==> config.mk <==
export PLATFORM = sky130hd
export DESIGN_NAME = wb_ram_arbiter
export DESIGN_NICKNAME = d
export VERILOG_FILES = /design/src/rtl/wb_ram_arbiter.sv
export SDC_FILE = /design/constraint.sdc
export NUM_CORES = 1
export LEC_CHECK = 0
export BUFFER_PORTS_ARGS = -buffer_cell sky130_fd_sc_hd__buf_2
export CAP_MARGIN = 10
export CORE_AREA = 2 2 124 126
export DETAILED_ROUTE_END_ITERATION = 8
export DIE_AREA = 0 0 126 128
export HOLD_SLACK_MARGIN = 0.05
export SLEW_MARGIN = 30
export SYNTH_ARGS = -nofsm -noshare
export SYNTH_HDL_FRONTEND = slang
export SYNTH_SLANG_ARGS = --single-unit
export TNS_END_PERCENT = 5
==> constraint.sdc <==
create_clock -name clk -period 2.35 [get_ports clk]
set_input_delay 0.47 -clock clk [delete_from_list [all_inputs] [get_ports clk]]
set_output_delay 0.47 -clock clk [all_outputs]
set_load 0.01 [all_outputs]
==> src/rtl/wb_ram_arbiter.sv <==
// wb_ram_arbiter: shares the video-RAM Wishbone master between port 0 (video_out_read,
// fills the output pixel fifo) and port 1 (video_in frame writer).
// Round-robin arbitration with a burst cap, plus an urgent override for port 0.
// Define WB_ARB_STATS_EN to build the wait1_cnt / xfer0_cnt statistics outputs.
module wb_ram_arbiter #(
   parameter int unsigned MAX_BURST = 16,
   parameter int unsigned CNT_W     = 16
) (
   input  logic             clk,
   input  logic             RST,
   input  logic             urgent0,
   input  logic             m0_CYC_I,
   input  logic             m0_STB_I,
   input  logic             m0_LOCK_I,
   input  logic             m0_WE_I,
   input  logic [3:0]       m0_SEL_I,
   input  logic [31:0]      m0_ADR_I,
   input  logic [31:0]      m0_DAT_I,
   output logic             m0_ACK_O,
   output logic [31:0]      m0_DAT_O,
   input  logic             m1_CYC_I,
   input  logic             m1_STB_I,
   input  logic             m1_LOCK_I,
   input  logic             m1_WE_I,
   input  logic [3:0]       m1_SEL_I,
   input  logic [31:0]      m1_ADR_I,
   input  logic [31:0]      m1_DAT_I,
   output logic             m1_ACK_O,
   output logic [31:0]      m1_DAT_O,
   output logic             p_wb_CYC_O,
   output logic             p_wb_STB_O,
   output logic             p_wb_LOCK_O,
   output logic             p_wb_WE_O,
   output logic [3:0]       p_wb_SEL_O,
   output logic [31:0]      p_wb_ADR_O,
   output logic [31:0]      p_wb_DAT_O,
   input  logic             p_wb_ACK_I,
   input  logic [31:0]      p_wb_DAT_I,
   output logic [1:0]       gnt
`ifdef WB_ARB_STATS_EN
   ,
   output logic [CNT_W-1:0] wait1_cnt,
   output logic [CNT_W-1:0] xfer0_cnt
`endif
);

   typedef enum logic [1:0] {StIdle, StGnt0, StGnt1} state_e;

   localparam logic [7:0] MaxBurst = 8'(MAX_BURST);

   state_e     state_q, state_d;
   logic       last_q, last_d;
   logic [7:0] burst_cnt_q, burst_cnt_d;
   logic       at_cap, rel0, rel1;

   // Release conditions; a grant never changes in a cycle carrying an ACK
   always_comb begin
      at_cap = (burst_cnt_q == MaxBurst);
      rel0   = !m0_CYC_I || (at_cap && m1_CYC_I && !m0_LOCK_I && !p_wb_ACK_I);
      // Port 1 also yields early to an urgent port 0 unless locked
      rel1   = !m1_CYC_I ||
               (m0_CYC_I && !m1_LOCK_I && !p_wb_ACK_I && (at_cap || urgent0));
   end

   // Next-state logic for grant, round-robin pointer and burst counter
   always_comb begin
      state_d     = state_q;
      last_d      = last_q;
      burst_cnt_d = burst_cnt_q;
      unique case (state_q)
         StIdle: begin
            if (m0_CYC_I && m1_CYC_I) begin
               state_d = (urgent0 || last_q) ? StGnt0 : StGnt1;
            end else if (m0_CYC_I) begin
               state_d = StGnt0;
            end else if (m1_CYC_I) begin
               state_d = StGnt1;
            end
         end
         StGnt0: begin
            if (rel0) begin
               last_d  = 1'b0;
               state_d = m1_CYC_I ? StGnt1 : StIdle;
            end
         end
         StGnt1: begin
            if (rel1) begin
               last_d  = 1'b1;
               state_d = m0_CYC_I ? StGnt0 : StIdle;
            end
         end
         default: state_d = StIdle;
      endcase
      if (state_d != state_q) begin
         burst_cnt_d = '0;
      end else if (p_wb_ACK_I && p_wb_STB_O && !at_cap) begin
         burst_cnt_d = burst_cnt_q + 8'd1;
      end
   end

   // Grant state, round-robin pointer and burst counter registers
   always_ff @(posedge clk) begin
      if (RST) begin
         state_q     <= StIdle;
         last_q      <= 1'b1;
         burst_cnt_q <= '0;
      end else begin
         state_q     <= state_d;
         last_q      <= last_d;
         burst_cnt_q <= burst_cnt_d;
      end
   end

   // Route the granted port onto the shared bus; everything idles low otherwise
   always_comb begin
      p_wb_CYC_O  = 1'b0;
      p_wb_STB_O  = 1'b0;
      p_wb_LOCK_O = 1'b0;
      p_wb_WE_O   = 1'b0;
      p_wb_SEL_O  = '0;
      p_wb_ADR_O  = '0;
      p_wb_DAT_O  = '0;
      m0_ACK_O    = 1'b0;
      m1_ACK_O    = 1'b0;
      unique case (state_q)
         StGnt0: begin
            p_wb_CYC_O  = m0_CYC_I;
            p_wb_STB_O  = m0_STB_I;
            p_wb_LOCK_O = m0_LOCK_I;
            p_wb_WE_O   = m0_WE_I;
            p_wb_SEL_O  = m0_SEL_I;
            p_wb_ADR_O  = m0_ADR_I;
            p_wb_DAT_O  = m0_DAT_I;
            m0_ACK_O    = p_wb_ACK_I;
         end
         StGnt1: begin
            p_wb_CYC_O  = m1_CYC_I;
            p_wb_STB_O  = m1_STB_I;
            p_wb_LOCK_O = m1_LOCK_I;
            p_wb_WE_O   = m1_WE_I;
            p_wb_SEL_O  = m1_SEL_I;
            p_wb_ADR_O  = m1_ADR_I;
            p_wb_DAT_O  = m1_DAT_I;
            m1_ACK_O    = p_wb_ACK_I;
         end
         default: ;
      endcase
   end

   assign m0_DAT_O = p_wb_DAT_I;
   assign m1_DAT_O = p_wb_DAT_I;
   assign gnt      = {state_q == StGnt1, state_q == StGnt0};

`ifdef WB_ARB_STATS_EN
   // Saturating statistics: port-1 stall cycles and port-0 completed transfers
   always_ff @(posedge clk) begin
      if (RST) begin
         wait1_cnt <= '0;
         xfer0_cnt <= '0;
      end else begin
         if (m1_CYC_I && !gnt[1] && (wait1_cnt != '1)) begin
            wait1_cnt <= wait1_cnt + CNT_W'(1);
         end
         if (m0_ACK_O && (xfer0_cnt != '1)) begin
            xfer0_cnt <= xfer0_cnt + CNT_W'(1);
         end
      end
   end
`endif

endmodule
Word-level counts from Yosys, hierarchy flattened
Cells that the tools add are included.
W data, S select, Z words.
{"block": "word_totals", "ff_bits": 11, "inputBits": 180, "out_inout_bits": 140, "elab_cells": 54}
{"block": "op_classes", "add_sub_neg": 1, "n_eq_ne": 6, "mux": 21, "n_reduce_logical": 23}
{"cell": "$pmux W32 S2", "n": 2}
{"cell": "$mux W2", "n": 7}
{"cell": "$pmux W1 S2", "n": 5}
{"cell": "$logic_and A1 B1 Y1", "n": 9}
{"cell": "$add A8 B1 Y8 const B", "n": 1}
{"cell": "$eq A8 B5 Y1 const B", "n": 1}
{"cell": "$pmux W4 S2", "n": 1}
{"cell": "$logic_not A1 Y1", "n": 6}
{"cell": "$pmux W2 S3", "n": 1}
{"cell": "$mux W1", "n": 5}
{"cell": "$logic_or A1 B1 Y1", "n": 4}
{"cell": "$ne A2 B1 Y1 const B", "n": 2}
{"cell": "$reduce_and A3 Y1", "n": 1}
{"cell": "$eq A2 B1 Y1 const B", "n": 1}
{"cell": "$eq A2 B2 Y1 const B", "n": 1}
{"cell": "$logic_not A2 Y1", "n": 1}
{"cell": "$ne A2 B2 Y1", "n": 1}
{"cell": "$reduce_bool A2 Y1", "n": 1}
{"cell": "$reduce_or A2 Y1", "n": 1}

Depth between registers and ports, before layout
{"block": "logic_depth", "ltp_word": 9, "mapped_depth": 8}

Worst setup path after synthesis
Ideal clock, no wire load.
{"block": "synth_timing", "kind": "reg-to-output", "from": "register state_q[0]", "to": "output port p_wb_ADR_O[0]", "t_arrival_ns": 1.553, "required_ns": 1.880, "setup_slack_ns": 0.327, "path_stages_with_launch": 6, "cell_sequence": "dfxtp_1 ha_1 clkbuf_1 clkbuf_1 a22oi_1 nor2_1"}
{"block": "synth_between", "elab_chain_cells": 2}
{"item": "from (decl)", "line": "51", "source": "state_e state_q, state_d;"}
{"item": "from (signal assigned)", "line": "104", "source": "state_q <= StIdle;"}
{"item": "from (signal assigned)", "line": "108", "source": "state_q <= state_d;"}
{"item": "$eq A2 B1 Y1"}
{"item": "via gnt[0]", "line": "39", "source": "output logic [1:0] gnt"}
{"item": "$pmux W32 S2", "line": "125", "source": "unique case (state_q)"}
{"item": "to (decl)", "line": "35", "source": "output logic [31:0] p_wb_ADR_O,"}
The timed path passes the listed nets, and every way through them passes these cells.

Final worst setup path
{"block": "layout_timing", "from": "register state_q[1]", "to": "output port p_wb_STB_O"}
{"block": "layout_between", "elab_chain_cells": 2}
{"item": "$eq A2 B2 Y1 / $eq A2 B1 Y1 (equally long branches)", "line": "125"}
{"item": "$pmux W1 S2 (*)", "line": "125"}
{"item": "to (decl)", "line": "31", "source": "output logic p_wb_STB_O,"}
Mark *: on every way between the ends. The rest lies on a longest branch, timed or not.

==> metrics.cfg <==
[final_layout]
n_antenna_cell = 0
drive_gt1_share_pct = 51.15
nets = 664
final_area_um2 = 3177
area_delta_synth_final_pct = 43.77

[sta]
slew_headroom_pct = 78.98
setup_violations = 0
period_share_pct = 94.92
period_minus_slack_ns = 2.231
drv_slew = 0
fmax_ghz = 0.4483
finClkSkew_ns = 0.001013
setup_tns_ns = 0
worst_pin_slew_ns = 0.3140
rsz0062_at_grt = no
hold_viol_final = 0

[synthesis]
synth_common_cells = nor2_1, a22oi_1, buf_4
synthCells = 332
ys_seq_elements = 11
synthDistinctLibCells = 37
synth_edf_count = 0
synth_top_area_share_pct = 23.78
yosysSeqAreaShare_pct = 9.966
synth_nets = 518
synth_top_area_cell = a22oi_1
synth_area_leaders = a22oi_1, buf_4, nor2_1
async_flop_share_pct = 0
yosys.cell_count.top_type = nor2_1
yosysWarnings = 0
avgSynthCellArea_um2 = 6.655
syn_area_um2 = 2210
dominantRegCellSynth = dfxtp_1

[power]
p_leak_nw = 1.590
power.total_w = 0.001228
powerDensity_nw_per_um2 = 386.5
ir_worst_vdd_mv = 0.2530

[placement]
port_buffers = 223
place_congestion = 0.8371
dp_hpwl_um = 8292
place_area_um2 = 3089

[global_routing]
overflow = 0
antenna_found_initial = 0
grt_pass1_wl_um = 14120
track_usage_pct = 11.02
grt_pass1_vias = 2439
grt_start_max_net_pins = 45

[floorplan]
core-area_um2 = 14860
design.die.area_um2 = 16130
rows = 45
die_h_um = 128
die_x_um = 126
io_pins = 320
start_util_pct = 14.87

[clock_network]
clockRootBuffer = clkbuf_16
cts_tree = built
clk_pin_slew_ns = 0.05
cts_hold_buffers = 0
cts_sinks = 11
cts_setup_buffers = 0
cts_made_buffers = 3
clk_latency_ns = 0.24
cts_buffer_depth = 2
cts_resized = 0
htreeDepth = 1

[detailed_routing]
drcViolationCount = 0
vias_per_cell = 4.289
first_iter_violations = 187
ant_nets = 0
wire_per_inst_um = 14.91
drt-total-wl_um = 9918
vias = 2852
first_pass_iters = 5

[worst_setup_path]
endpoint_kind = output port
critPathBufInv = 3
start_kind = flop
worstPathRequired_ns = 1.88
path_cells = inv_1 > ha_2 > buf_12 > a22o_1 > and2_1 > buf_2
worstSetupPathType = reg -> out
crit_fanout = 36
cp.arrival_ns = 1.76
reg2reg_from = state_q[1]$_SDFF_PP0_
slowest_delay_ns = 0.43
crit_start = state_q[1]$_SDFF_PP0_
path_delay_family = flip-flops
crit_path_top_delay_cell = dfxtp_1
r2r_slack_ns = 0.40

[min_path]
min_from = RST
hold_class = in -> reg

[status]
outcome = finished clean

[job]
maxCapViolations = 0

==> worst reg2reg max path: stages (launching register included) <==
cell,delay [ns]
dfxtp_1,0.43
inv_1,0.09
ha_2,0.22
buf_12,0.17
nand2_1,0.12
a31oi_1,0.05
a211o_1,0.38
a21oi_4,0.27
nor3_1,0.09
==> layout by cell type, fill, tap and decap left out, types with 2 or more instances in the layout <==
master,n
and2_1,3
dfxtp_1,11
nor2_1,80
nand2b_1,2
and3_1,3
o21ai_2,2
ha_2,2
xnor2_1,4
clkbuf_16,3
a22oi_1,70
o21ai_0,5
o211ai_1,2
nand2_1,8
nor3b_1,3
inv_1,5
o21ba_1,2
buf_2,223
buf_12,4
nand4_1,2
nor3_1,10
buf_6,2
xor2_1,3
ha_1,4
nand3_1,4
a21oi_1,4
==> layout make-up <==
type	count	area (µm²)
Timing Repair Buffer	230	1226
Tap cell	188	235.2
Inverter	6	22.52
Clock inverter	1	5.005
Fill cell	1759	11690
Multi-Input combinational cell	226	1393
Clock buffer	3	75.07
Sequential cell	11	220.2
==> worst paths after layout <==
kind                            endpoint  depth (start not counted)
max                           p_wb_STB_O                          6
min                state_q[0]$_SDFF_PP0_                          2
max reg2reg  burst_cnt_q[1]$_SDFFE_PP0P_                          8
min reg2reg          last_q$_SDFFE_PP1P_                          2
==> metrics by stage <==
stage / std cells / setup WS, ns / util, % / hold WS [ns]
after CTS: 665 / 0.04238 / 21.32 / 0.4291
after global placement: 661 / 0.3351 / 20.78 / 0.5254
after global routing: 665 / 0.01175 / 21.37 / 0.4409
after detailed placement: 661 / 0.3051 / 20.78 / 0.5303
after floorplan: 332 / 0.3270 / - / 0.4903
final: 665 / 0.1195 / 21.37 / 0.4275
==> kinds of logic (layout without fill, tap and decap cells) <==
kind of cell,Yosys count,count (layout),synth area share (%)
simple gates,118,118,24.18
buf+inv,95,240,27.24
compound gates,94,94,31.99
flops,11,11,9.966
xor+xnor,7,7,2.775
fa+ha+maj,6,6,3.397
mux,1,1,0.4530
==> flip-flops by register name, indices dropped and copies added, names as in the netlist <==
register and flops:
burst_cnt_q 8, last_q 1, state_q 2
==> per-layer routing <==
| metal | part of all wire [%] | track usage, % | vias to the layer above |
|---|---|---|---|
| met1 | 38 | 14.05 | 1292 |
| met2 | 52 | 19.29 | 154 |
| met3 | 8.9 | 2.755 | 7 |
| met4 | 0.47 | 1.422 | 0 |
| met5 | 0 | 0 | - |
| li1 | - | - | 1399 |
==> power by group <==
group,switching [W],internal [W]
Clock,0.0000999,0.000227
Sequential,0.00000586,0.000194
Combinational,0.000404,0.000298
(Power assumes the default switching activity.)
